<file path="config.mk">
export PLATFORM = sky130hd
export DESIGN_NAME = md_cart_responder
export DESIGN_NICKNAME = d
export VERILOG_FILES = /design/src/rtl/md_cart_pkg.sv /design/src/rtl/md_sync2.sv /design/src/rtl/md_cart_responder.sv
export SDC_FILE = /design/constraint.sdc
export NUM_CORES = 1
export LEC_CHECK = 0
export ABC_AREA = 1
export CORE_MARGIN = 5
export CORE_UTILIZATION = 35
export CTS_CLUSTER_SIZE = 24
export DETAILED_ROUTE_END_ITERATION = 8
export PLACE_DENSITY = 0.69
export SYNTH_ARGS = -nofsm -noshare
export SYNTH_HDL_FRONTEND = slang
export SYNTH_HIERARCHICAL = 1
export SYNTH_SLANG_ARGS = --single-unit
</file>
<file path="constraint.sdc">
create_clock -name MCLK -period 5.1 [get_ports MCLK]
set_input_delay 1.275 -clock MCLK [delete_from_list [all_inputs] [get_ports MCLK]]
set_output_delay 1.275 -clock MCLK [all_outputs]
set_load 0.01 [all_outputs]
</file>
<file path="src/rtl/md_cart_pkg.sv">
// Shared types and constants for the cartridge-slot responder.
// Holds the FSM encoding and the $A130F1 SRAM control register layout.
package md_cart_pkg;

  typedef enum logic [1:0] {
    ST_IDLE,
    ST_REQ,
    ST_DRIVE,
    ST_DONE
  } state_t;

  localparam logic [6:0]  SRAM_REG_ADDR = 7'h78;
  localparam logic [15:0] OPEN_BUS      = 16'hFFFF;
  localparam int          SRAM_EN_BIT   = 0;
  localparam int          SRAM_WP_BIT   = 1;

endpackage

</file>
<file path="src/rtl/md_sync2.sv">
// Two-flop synchroniser for one asynchronous cartridge strobe.
// RST_VAL lets active-low strobes come out of reset deasserted.
module md_sync2 #(
  parameter logic RST_VAL = 1'b1
) (
  input  logic MCLK,
  input  logic ext_reset,
  input  logic d,
  output logic q
);

  logic meta;

  // NOTE: sequential state uses non-blocking assignments so both flops sample
  // the pre-edge values and the chain really is two stages deep.
  always_ff @(posedge MCLK or posedge ext_reset) begin
    if (ext_reset) begin
      meta <= RST_VAL;
      q    <= RST_VAL;
    end else begin
      meta <= d;
      q    <= meta;
    end
  end

endmodule

</file>
<file path="src/rtl/md_cart_responder.sv">
// Cartridge side of the 68k cart bus: decodes ROM, SRAM and /TIME cycles and
// serves them through a request/ack backing-memory port with a timeout.
module md_cart_responder
  import md_cart_pkg::*;
#(
  parameter int          ROM_AW      = 21,
  parameter logic [22:0] SRAM_BASE   = 23'h100000,
  parameter int          MEM_TIMEOUT = 64,
  parameter logic        M3_MODE     = 1'b0
) (
  input  logic              MCLK,
  input  logic              ext_reset,
  input  logic [22:0]       cart_address,
  input  logic              cart_ce0,
  input  logic              cart_cas0,
  input  logic              cart_lwr,
  input  logic              cart_uwr,
  input  logic              cart_time,
  input  logic [15:0]       cart_data_in,
  output logic [15:0]       cart_data,
  output logic              cart_data_en,
  output logic              M3,
  output logic              mem_req,
  output logic              mem_we,
  output logic [1:0]        mem_be,
  output logic [ROM_AW-1:0] mem_addr,
  output logic [15:0]       mem_wdata,
  input  logic              mem_ack,
  input  logic [15:0]       mem_rdata,
  output logic              err
);

  localparam int            CW      = $clog2(MEM_TIMEOUT) + 1;
  localparam logic [CW-1:0] TO_LAST = CW'(MEM_TIMEOUT - 1);

  // Strobe order: {time, uwr, lwr, cas0, ce0}
  logic [4:0] strobe_raw;
  logic [4:0] strobe_s;
  assign strobe_raw = {cart_time, cart_uwr, cart_lwr, cart_cas0, cart_ce0};

  for (genvar i = 0; i < 5; i++) begin : g_sync
    md_sync2 #(.RST_VAL(1'b1)) u_sync (
      .MCLK      (MCLK),
      .ext_reset (ext_reset),
      .d         (strobe_raw[i]),
      .q         (strobe_s[i])
    );
  end

  logic s_ce0, s_cas0, s_lwr, s_uwr, s_time;
  assign {s_time, s_uwr, s_lwr, s_cas0, s_ce0} = strobe_s;

  state_t        state_q, state_d;
  logic [CW-1:0] cnt_q;
  logic [15:0]   data_q;
  logic          is_read_q, abort_q;
  logic          sram_en, sram_wp;

  logic rd_trig, wr_trig, wr_ok, reg_wr, timeout, abort_now;

  assign rd_trig   = !s_ce0 && !s_cas0;
  assign wr_trig   = !s_ce0 && (!s_lwr || !s_uwr);
  assign wr_ok     = (cart_address >= SRAM_BASE) && sram_en && !sram_wp;
  assign reg_wr    = !s_time && !s_lwr && (cart_address[6:0] == SRAM_REG_ADDR);
  assign timeout   = (state_q == ST_REQ) && !mem_ack && (cnt_q == TO_LAST);
  assign abort_now = abort_q || s_ce0 || s_cas0;

  always_ff @(posedge MCLK or posedge ext_reset) begin
    if (ext_reset) state_q <= ST_IDLE;
    else           state_q <= state_d;
  end

  // NOTE: every signal written here gets a default first, so no path through
  // the case statement can infer a latch.
  always_comb begin
    state_d      = state_q;
    cart_data_en = 1'b0;
    cart_data    = '0;
    case (state_q)
      ST_IDLE: begin
        if (rd_trig)       state_d = ST_REQ;
        else if (wr_trig)  state_d = wr_ok ? ST_REQ : ST_DONE;
        else if (!s_time)  state_d = ST_DONE;
      end
      ST_REQ: begin
        if (mem_ack || timeout) begin
          if (!is_read_q)     state_d = ST_DONE;
          else if (abort_now) state_d = ST_IDLE;
          else                state_d = ST_DRIVE;
        end
      end
      ST_DRIVE: begin
        if (s_ce0 || s_cas0) begin
          state_d = ST_IDLE;
        end else begin
          cart_data_en = 1'b1;
          cart_data    = data_q;
        end
      end
      ST_DONE: begin
        if (&strobe_s) state_d = ST_IDLE;
      end
      default: state_d = ST_IDLE;
    endcase
  end

  always_ff @(posedge MCLK or posedge ext_reset) begin
    if (ext_reset) begin
      M3        <= 1'b0;
      mem_req   <= 1'b0;
      mem_we    <= 1'b0;
      mem_be    <= '0;
      mem_addr  <= '0;
      mem_wdata <= '0;
      err       <= 1'b0;
      sram_en   <= 1'b0;
      sram_wp   <= 1'b0;
      cnt_q     <= '0;
      data_q    <= '0;
      is_read_q <= 1'b0;
      abort_q   <= 1'b0;
    end else begin
      M3 <= M3_MODE;
      case (state_q)
        ST_IDLE: begin
          cnt_q   <= '0;
          abort_q <= 1'b0;
          if (rd_trig) begin
            mem_addr  <= cart_address[ROM_AW-1:0];
            mem_we    <= 1'b0;
            mem_be    <= 2'b11;
            mem_req   <= 1'b1;
            is_read_q <= 1'b1;
          end else if (wr_trig) begin
            if (wr_ok) begin
              mem_addr  <= cart_address[ROM_AW-1:0];
              mem_we    <= 1'b1;
              mem_be    <= {~s_uwr, ~s_lwr};
              mem_wdata <= cart_data_in;
              mem_req   <= 1'b1;
              is_read_q <= 1'b0;
            end
          end else if (reg_wr) begin
            sram_en <= cart_data_in[SRAM_EN_BIT];
            sram_wp <= cart_data_in[SRAM_WP_BIT];
          end
        end
        ST_REQ: begin
          cnt_q <= cnt_q + CW'(1);
          // A read whose strobes vanish still finishes the handshake.
          if (s_ce0 || s_cas0) abort_q <= 1'b1;
          if (mem_ack) begin
            mem_req <= 1'b0;
            data_q  <= mem_rdata;
          end else if (timeout) begin
            mem_req <= 1'b0;
            err     <= 1'b1;
            data_q  <= OPEN_BUS;
          end
        end
        default: ;
      endcase
    end
  end

endmodule

</file>
==> results of run 1 <==
[sequential cells by signal, summed over array words and instances (netlist names)]
signal / flops
abort_q: 1
cnt_q: 7
data_q: 16
err: 1
g_sync.u_sync/meta: 5
g_sync.u_sync/q: 5
is_read_q: 1
mem_addr: 21
mem_be: 2
mem_req: 1
mem_wdata: 16
mem_we: 1
sram_en: 1
sram_wp: 1
state_q: 2
[routing by layer]
metal | wire [um] | share of wire [%] | track usage [%] | vias up
met5 | 0 | 0 | 0 | -
met3 | 403 | 4.5 | 3.33 | 15
li1 | - | - | - | 1499
met4 | 185 | 2.1 | 5.91 | 0
met2 | 4360 | 48 | 24.9 | 90
met1 | 4070 | 45 | 19.7 | 1458
[Yosys cell counts, types with 2 or more instances]
cell type	n	share of area, %
dfstp_2	10	7.4
nand4_1	25	4.4
nand2_1	119	13
nor3_1	16	2.2
a21oi_1	20	2.8
nand2_4	3	0.95
nor2_4	2	0.63
nand3_1	24	3.4
dfrtp_1	71	50
nor2_2	3	0.53
xor2_1	3	0.74
buf_6	4	1.3
nor2_1	29	3.1
buf_4	6	1.3
buf_2	8	1.1
o21ai_0	4	0.56
inv_2	3	0.32
inv_1	35	3.7
[cells by family after synthesis]
family | Yosys count
and+or+nand+nor | 225
adders and majority gates | 1
AOI/OAI and AO/OA | 28
DFF | 81
buffers and inverters | 59
other | 1
xor gates and xnor gates | 3
[per-stage QoR]
step                utilization, %  hold WS (ns)
floorplan                        -         0.345
CTS                           51.2         0.359
detailed placement            48.8         0.348
global placement              48.8         0.346
global route                  51.2         0.361
finish                        51.2         0.358
[final timing paths]
path	endpoint	slack, ns	cells past startpoint
max in group asynchronous	mem_be[0]	2.56	3
hold reg to reg	g_sync[2].u_sync/q	0.36	0
min in group asynchronous	g_sync[0].u_sync/meta	1.44	2
setup / recovery	cart_data[8]	1.59	5
setup reg to reg	mem_wdata[11]	3.03	6
hold / removal	g_sync[2].u_sync/q	0.36	0
[power breakdown]
group / total, mW / internal [mW] / switching (mW) / leakage [nW]
logic: 0.797 / 0.363 / 0.434 / 1.32
clock network: 0.565 / 0.338 / 0.226 / 0.120
registers: 0.934 / 0.830 / 0.104 / 0.998
total: 2.30 / 1.53 / 0.764 / 2.44
[critical path, stage by stage (launching register included)]
cell,delay (ns)
dfrtp_1,0.53
inv_2,0.09
nor2_1,0.10
nand2_1,0.36
nor2_1,0.25
clkdlybuf4s50_1,0.57
[area by class of cell]
cell class              count  area (um^2)
clock buffers              11          141
clock inverters             5          103
fillers                   906         4810
inverters                  40          153
multi-input cells         258         1230
flip-flops and latches     81         2040
well taps                 133          166
repair buffers            122         1220
==> impl_metrics.csv, run 1 <==
group,metric,value,unit
status,status,"complete, no violations",
place,gp_congestion,0.850,
place,dp_cells,634,
power,p_per_area,454,mW/mm^2
worst_setup_path,crit_fanout,18,
worst_hold_path,hold_path_startpoint,"g_sync[2].u_sync/meta",
drt,ant_nets,0,
run,cap_violations,0,
cells_and_area,final_cell_mix,"121 x clkdlybuf4s50_1, 119 x nand2_1, 71 x dfrtp_1",
logic_synthesis,synth_cell_types,31,
logic_synthesis,synthSimpleGateAreaFrac,29.2,%
cts,clock_sinks,81,
global_routing,grt_pass1_vias,3160,
sta,finalHoldViolCount,0,
worst_setup_path,criticalPathCategory,"reg2out",
logic_synthesis,synth_top_family_by_area,"simple AND/OR/NAND/NOR gates",
drt,routed_wl,9020,um
sta,fin_ws,1.59,ns
sta,drv_slew,0,
sta,slew_headroom,35.2,%
logic_synthesis,synthXorXnorAreaFrac,0.738,%
cts,cts_root_buf,"clkbuf_8",
drt,via_count,3062,
cells_and_area,layout.cells.most_common,"clkdlybuf4s50_1",
power,power.leakage,2.44,nW
logic_synthesis,yosys_warnings,6,
logic_synthesis,ys_seq_elements,81,
cts,cts_tree,"yes",
drt,drtIter0Drc,203,
logic_synthesis,synth_edf_count,0,
sta,fmax,285,MHz
cts,cts_hold_buf,0,
die,die_w,111,um
sta,worstMarginPinSlew,0.971,ns
power,ir_drop,209,uV
logic_synthesis,syn_nets,462,
place,hpwl,6500,um
worst_setup_path,critPathLaunch,"state_q[1]",
sta,finalClockSkew,0.00938,ns
drt,vias_per_cell,4.71,
cells_and_area,layout-drive-gt1-share,8.32,%
global_routing,grt_pass1_wl,15500,um
drt,drtPass1Iterations,4,
cts,clkLatencyLatePin,0.34,ns
sta,period_needed,3.51,ns
place,portBuffers,121,
logic_synthesis,synth_cells,398,
sta,fin_setup_tns,0,ns
power,p_total,2.30,mW
sta,setup_viol,0,
worst_setup_path,crit_arrival,2.24,ns
cells_and_area,syn_to_final_growth,42.0,%
die,die_height,111,um
worst_setup_path,worstPathRequired,3.83,ns
cts,htreeDepth,3,
worst_setup_path,crit_path_end_kind,"output pin",
place,placed_area,0.00481,mm^2
die,coreArea,0.00986,mm^2
sta,post-route-period-util,68.8,%
logic_synthesis,syn_avg_cell_area,8.94,um^2
logic_synthesis,synthAdderAreaFrac,0.351,%
worst_setup_path,cp-start-kind,"register",
cells_and_area,finalInstanceArea,0.00505,mm^2
cells_and_area,diodes,0,
logic_synthesis,synth_mux_area_share,0,%
global_routing,grt_use_total,15.2,%
cells_and_area,layoutNonFillerInstCount,650,
global_routing,globalRoute.totalOverflow,0,
drt,wl_per_cell,13.9,um
drt,drc,0,
worst_hold_path,hold_class,"reg2reg",
sta,grt_setup_unrepaired,"false",
die,start_util,36.1,%
logic_synthesis,ys_seq_area_share,57.3,%
worst_setup_path,rr_startpoint,"state_q[1]",
logic_synthesis,ys.flop_type,"dfrtp_1",
die,io_pins,123,
logic_synthesis,async_flop_share,100,%
place,pre_cts_ws,1.94,ns
cells_and_area,num-nets-final,576,
die,die_area,0.0123,mm^2
cts,numCtsBuffers,9,
cts,post_cts_resize_count,0,
cts,clkTransAtPathRegs,0.08,ns
global_routing,antenna_found_initial,0,
cts,cts_max_path_buffers,2,
cts,postCtsSetupBuffers,0,
logic_synthesis,synth_area,0.00356,mm^2
global_routing,grt_max_degree,48,
logic_synthesis,synth-compound-area-share,4.29,%
die,rows,36,
No activity file was read; power rests on OpenSTA's default activity.
==> run 2: changes to the inputs <==
Settings changed: PLACE_DENSITY 0.69 to 0.72.
Clock period 5.1 ns to 3.2 ns, I/O delays scaled along.
==> impl_metrics.csv, run 2 (synthesis results as in run 1) <==
group,metric,value,unit
status,status,"complete, no violations",
cts,htreeDepth,3,
die,die_area,0.0123,mm^2
global_routing,grt_pass1_wl,14900,um
worst_setup_path,crit_buf_inv,2,
sta,post-route-period-util,94.1,%
cells_and_area,diodes,0,
drt,routed_wl,8940,um
sta,finalHoldViolCount,0,
power,p_total,3.59,mW
cts,clkTransAtPathRegs,0.08,ns
drt,drtIter0Drc,213,
cells_and_area,largest_reg_flops,21,
sta,grt_setup_unrepaired,"false",
cells_and_area,top_register,"mem_addr",
cells_and_area,finalInstanceArea,0.00505,mm^2
cells_and_area,num-nets-final,577,
drt,wl_per_cell,13.7,um
sta,fin_setup_tns,0,ns
worst_setup_path,cp-start-kind,"register",
run,cap_violations,0,
sta,drv_slew,0,
drt,via_count,3060,
cts,numCtsBuffers,9,
global_routing,grt_pass1_vias,3051,
power,p_per_area,712,mW/mm^2
cells_and_area,syn_to_final_growth,41.9,%
cts,cts_tree,"yes",
cts,clock_sinks,81,
die,rows,36,
global_routing,globalRoute.totalOverflow,0,
sta,finalClockSkew,0.0114,ns
die,die_w,111,um
worst_setup_path,crit_chain,"inv_2, nor2_1, nand2_1, nor2_1, clkdlybuf4s50_1",
worst_setup_path,criticalPathCategory,"reg2out",
drt,vias_per_cell,4.70,
cts,post_cts_resize_count,0,
worst_setup_path,crit_arrival,2.21,ns
place,hpwl,6420,um
worst_hold_path,hold_class,"reg2reg",
cts,cts_max_path_buffers,2,
global_routing,antenna_found_initial,0,
die,io_pins,123,
cells_and_area,layout.cells.most_common,"clkdlybuf4s50_1",
cts,cts_root_buf,"clkbuf_8",
sta,fmax,332,MHz
sta,slew_headroom,53.3,%
worst_setup_path,critPathMaxStageDelay,0.57,ns
sta,worstMarginPinSlew,0.699,ns
drt,drc,0,
cts,cts_hold_buf,0,
sta,setup_viol,0,
worst_setup_path,worstPathRequired,2.40,ns
sta,period_needed,3.01,ns
worst_setup_path,slowest_stage,"clkdlybuf4s50_1",
drt,ant_nets,0,
worst_setup_path,crit_path_end_kind,"output pin",
drt,drtPass1Iterations,4,
cts,postCtsSetupBuffers,0,
cells_and_area,layout-drive-gt1-share,8.49,%
power,ir_drop,308,uV
global_routing,grt_max_degree,72,
power,power.leakage,2.44,nW
die,die_height,111,um
worst_setup_path,crit_fanout,18,
cts,clkLatencyLatePin,0.35,ns
cells_and_area,reg_top3,"mem_addr: 21 flops, data_q: 16 flops, mem_wdata: 16 flops",
place,portBuffers,121,
global_routing,grt_use_total,14.6,%
die,coreArea,0.00986,mm^2
worst_setup_path,cpLargestDelayFamily,"buffers and inverters",
place,gp_congestion,0.832,
worst_setup_path,critPathMostFrequentCell,"nor2_1",
die,start_util,36.1,%
worst_setup_path,r2r_slack,1.20,ns
cells_and_area,final_cell_mix,"121 x clkdlybuf4s50_1, 119 x nand2_1, 71 x dfrtp_1",
place,placed_area,0.00483,mm^2
-- run 2: changes by cell type in the layout (fill, tap and decap cells not counted), sizes merged --
cell / before / now
buf: 1 / 2
clkinv: 2 / 4
clkinvlp: 1 / 0
bufinv: 3 / 2
-- run 2: worst register-to-register path: stages (launching register included) --
cell and delay [ns]:
dfrtp_1 0.53, inv_2 0.10, nand2_1 0.53, inv_1 0.26
nand2_2 0.34, a21oi_1 0.12
-- run 2: path summary, 6_finish.rpt --
kind                                  startpoint                    end  cells past startpoint
setup / recovery                      state_q[1]           cart_data[2]                      5
hold / removal             g_sync[0].u_sync/meta     g_sync[0].u_sync/q                      0
setup reg to reg                      state_q[1]             data_q[12]                      5
hold reg to reg            g_sync[0].u_sync/meta     g_sync[0].u_sync/q                      0
max in group asynchronous              ext_reset                mem_req                      3
min in group asynchronous              ext_reset  g_sync[2].u_sync/meta                      2
-- run 2: power breakdown --
| group | switching (mW) | leakage, nW | total, mW | internal, mW |
|---|---|---|---|---|
| clock | 0.365 | 0.113 | 0.825 | 0.460 |
| combinational | 0.695 | 1.33 | 1.29 | 0.590 |
| sequential | 0.162 | 0.998 | 1.48 | 1.32 |
-- run 2: through the flow --
stage	util, %	hold slack [ns]	setup slack (ns)	instances
global route	51.2	0.363	0.0361	651
CTS	51.2	0.359	0.172	651
floorplan	-	0.345	0.603	398
finish	51.2	0.358	0.189	651
global placement	49.0	0.346	0.637	635
detailed placement	49.0	0.347	0.557	635
-- run 2: cell type report --
type | count | area [um^2]
Clock buffer | 11 | 141
Clock inverter | 5 | 78.8
Fill cell | 899 | 4810
Inverter | 40 | 153
Multi-Input combinational cell | 258 | 1230
Sequential cell | 81 | 2040
Tap cell | 133 | 166
Timing Repair Buffer | 123 | 1240
-- run 2: metal layers --
metal | wire length (um) | vias to the layer above | global-route usage, %
met3 | 508 | 9 | 3.93
met1 | 3970 | 1450 | 18.7
met2 | 4370 | 94 | 24.2
met4 | 91 | 0 | 4.68
met5 | 0 | - | 0
li1 | - | 1507 | -
==> run 3: changes to the inputs <==
Settings changed: CAP_MARGIN from default to 20.
Clock period 3.2 ns to 2.6 ns, I/O delays scaled along.
==> impl_metrics.csv, run 3 (synthesis results as in run 1) <==
group,metric,value,unit
worst_setup_path,cp-start-kind,"register",
sta,finalClockSkew,0.0107,ns
cts,clock_sinks,81,
cells_and_area,multiInputGateArea,0.00123,mm^2
cts,cts_tree,"yes",
cells_and_area,largest_reg_flops,21,
sta,worstMarginPinSlew,0.697,ns
cts,clkLatencyLatePin,0.34,ns
die,rows,36,
place,gp_congestion,0.842,
cells_and_area,fin_util,51.8,%
worst_setup_path,crit_arrival,1.81,ns
cells_and_area,layout-drive-gt1-share,9.37,%
status,status,"complete, no violations",
cts,numCtsBuffers,9,
drt,vias_per_cell,4.71,
worst_setup_path,criticalPathCategory,"reg2out",
cells_and_area,syn_to_final_growth,43.4,%
cells_and_area,diodes,0,
cells_and_area,num-nets-final,583,
cells_and_area,layoutNonFillerInstCount,656,
place,dp_cells,640,
cts,cts_root_buf,"clkbuf_8",
worst_setup_path,cpLargestDelayFamily,"buffers and inverters",
die,io_pins,123,
place,portBuffers,121,
place,hpwl,6620,um
global_routing,grt_pass1_vias,3173,
cts,htreeDepth,3,
cts,clkTransAtPathRegs,0.07,ns
sta,slew_headroom,53.4,%
cells_and_area,final_cell_mix,"119 x nand2_1, 119 x clkdlybuf4s50_1, 70 x dfrtp_1",
drt,drtPass1Iterations,4,
worst_setup_path,critPathMostFrequentCell,"nor2_1",
sta,setup_viol,0,
worst_setup_path,crit_fanout,18,
drt,wl_per_cell,13.7,um
sta,finalHoldViolCount,0,
worst_setup_path,crit_path_end_kind,"output pin",
global_routing,globalRoute.totalOverflow,0,
sta,period_needed,2.46,ns
die,die_height,111,um
sta,fmax,406,MHz
place,placed_area,0.00488,mm^2
cells_and_area,top_register,"mem_addr",
drt,ant_nets,0,
die,coreArea,0.00986,mm^2
drt,routed_wl,9000,um
drt,drc,0,
worst_setup_path,crit_chain,"nor2_1, nand2_1, buf_4, nor2_1, clkdlybuf4s50_1",
worst_setup_path,critPathMaxStageDelay,0.54,ns
cells_and_area,finalInstanceArea,0.00510,mm^2
run,cap_violations,0,
global_routing,antenna_found_initial,0,
worst_setup_path,slowest_stage,"clkdlybuf4s50_1",
power,ir_drop,343,uV
power,power.leakage,2.51,nW
drt,drtIter0Drc,169,
sta,drv_slew,0,
die,die_w,111,um
sta,grt_setup_unrepaired,"false",
global_routing,grt_max_degree,30,
power,p_per_area,866,mW/mm^2
die,die_area,0.0123,mm^2
global_routing,grt_pass1_wl,15300,um
sta,post-route-period-util,94.8,%
worst_hold_path,hold_class,"reg2reg",
die,start_util,36.1,%
worst_setup_path,crit_buf_inv,2,
cells_and_area,regArea,0.00204,mm^2
cts,cts_max_path_buffers,2,
sta,fin_setup_tns,0,ns
drt,via_count,3087,
worst_setup_path,worstPathRequired,1.95,ns
cells_and_area,reg_top3,"mem_addr: 21 flops, data_q: 16 flops, mem_wdata: 16 flops",
global_routing,grt_use_total,14.9,%
cells_and_area,fillers,912,
## run 3: final timing paths
path | startpoint | to | slack [ns] | cells after the start
min in group asynchronous | ext_reset | g_sync[1].u_sync/q | 0.79 | 2
max | state_q[0] | cart_data[4] | 0.14 | 5
min reg2reg | g_sync[1].u_sync/meta | g_sync[1].u_sync/q | 0.36 | 0
min | g_sync[1].u_sync/meta | g_sync[1].u_sync/q | 0.36 | 0
max reg2reg | state_q[0] | data_q[8] | 0.72 | 4
max in group asynchronous | ext_reset | mem_addr[17] | 1.26 | 3
## run 3: timing repair
action / 4_1_cts / 5_1_grt
endpoints found under the setup margin: 1 / 10
setup buffers: 1 / 0
resized for setup: 0 / 3
hold buffers: 0 / 0
pin swaps: 1 / 0
## run 3: area by class of cell
class,instances,area share [%]
Sequential cell,81,40.0
Inverter,40,2.99
Clock buffer,12,2.84
Clock inverter,3,1.27
Timing Repair Buffer,129,25.5
Multi-Input combinational cell,258,24.2
Tap cell,133,3.26
## run 3: through the flow
stage	hold WS, ns	total power, mW	worst slack [ns]
final	0.356	4.42	0.136
after global routing	0.361	4.74	0.00349
after CTS	0.357	4.49	0.0638
after detailed placement	0.347	3.48	0.366
after global placement	0.346	3.43	0.428
after floorplan	0.345	2.72	0.153
## run 3: power by group
part	total, mW	internal [mW]	switching, mW
clock network	0.987	0.562	0.425
registers	1.82	1.63	0.186
logic	1.62	0.744	0.876
## run 3: worst reg2reg max path, stage by stage, from the launching register on
cell,delay [ns]
dfrtp_2,0.46
nand2_1,0.54
inv_1,0.29
nand2_2,0.34
a21oi_1,0.12
## run 3: routing by layer
metal | share of wire [%] | wire length (um) | global-route usage, %
met5 | 0 | 0 | 0
met4 | 1.6 | 148 | 5.17
met3 | 6.0 | 538 | 4.15
met2 | 47 | 4270 | 24.6
met1 | 45 | 4040 | 18.8
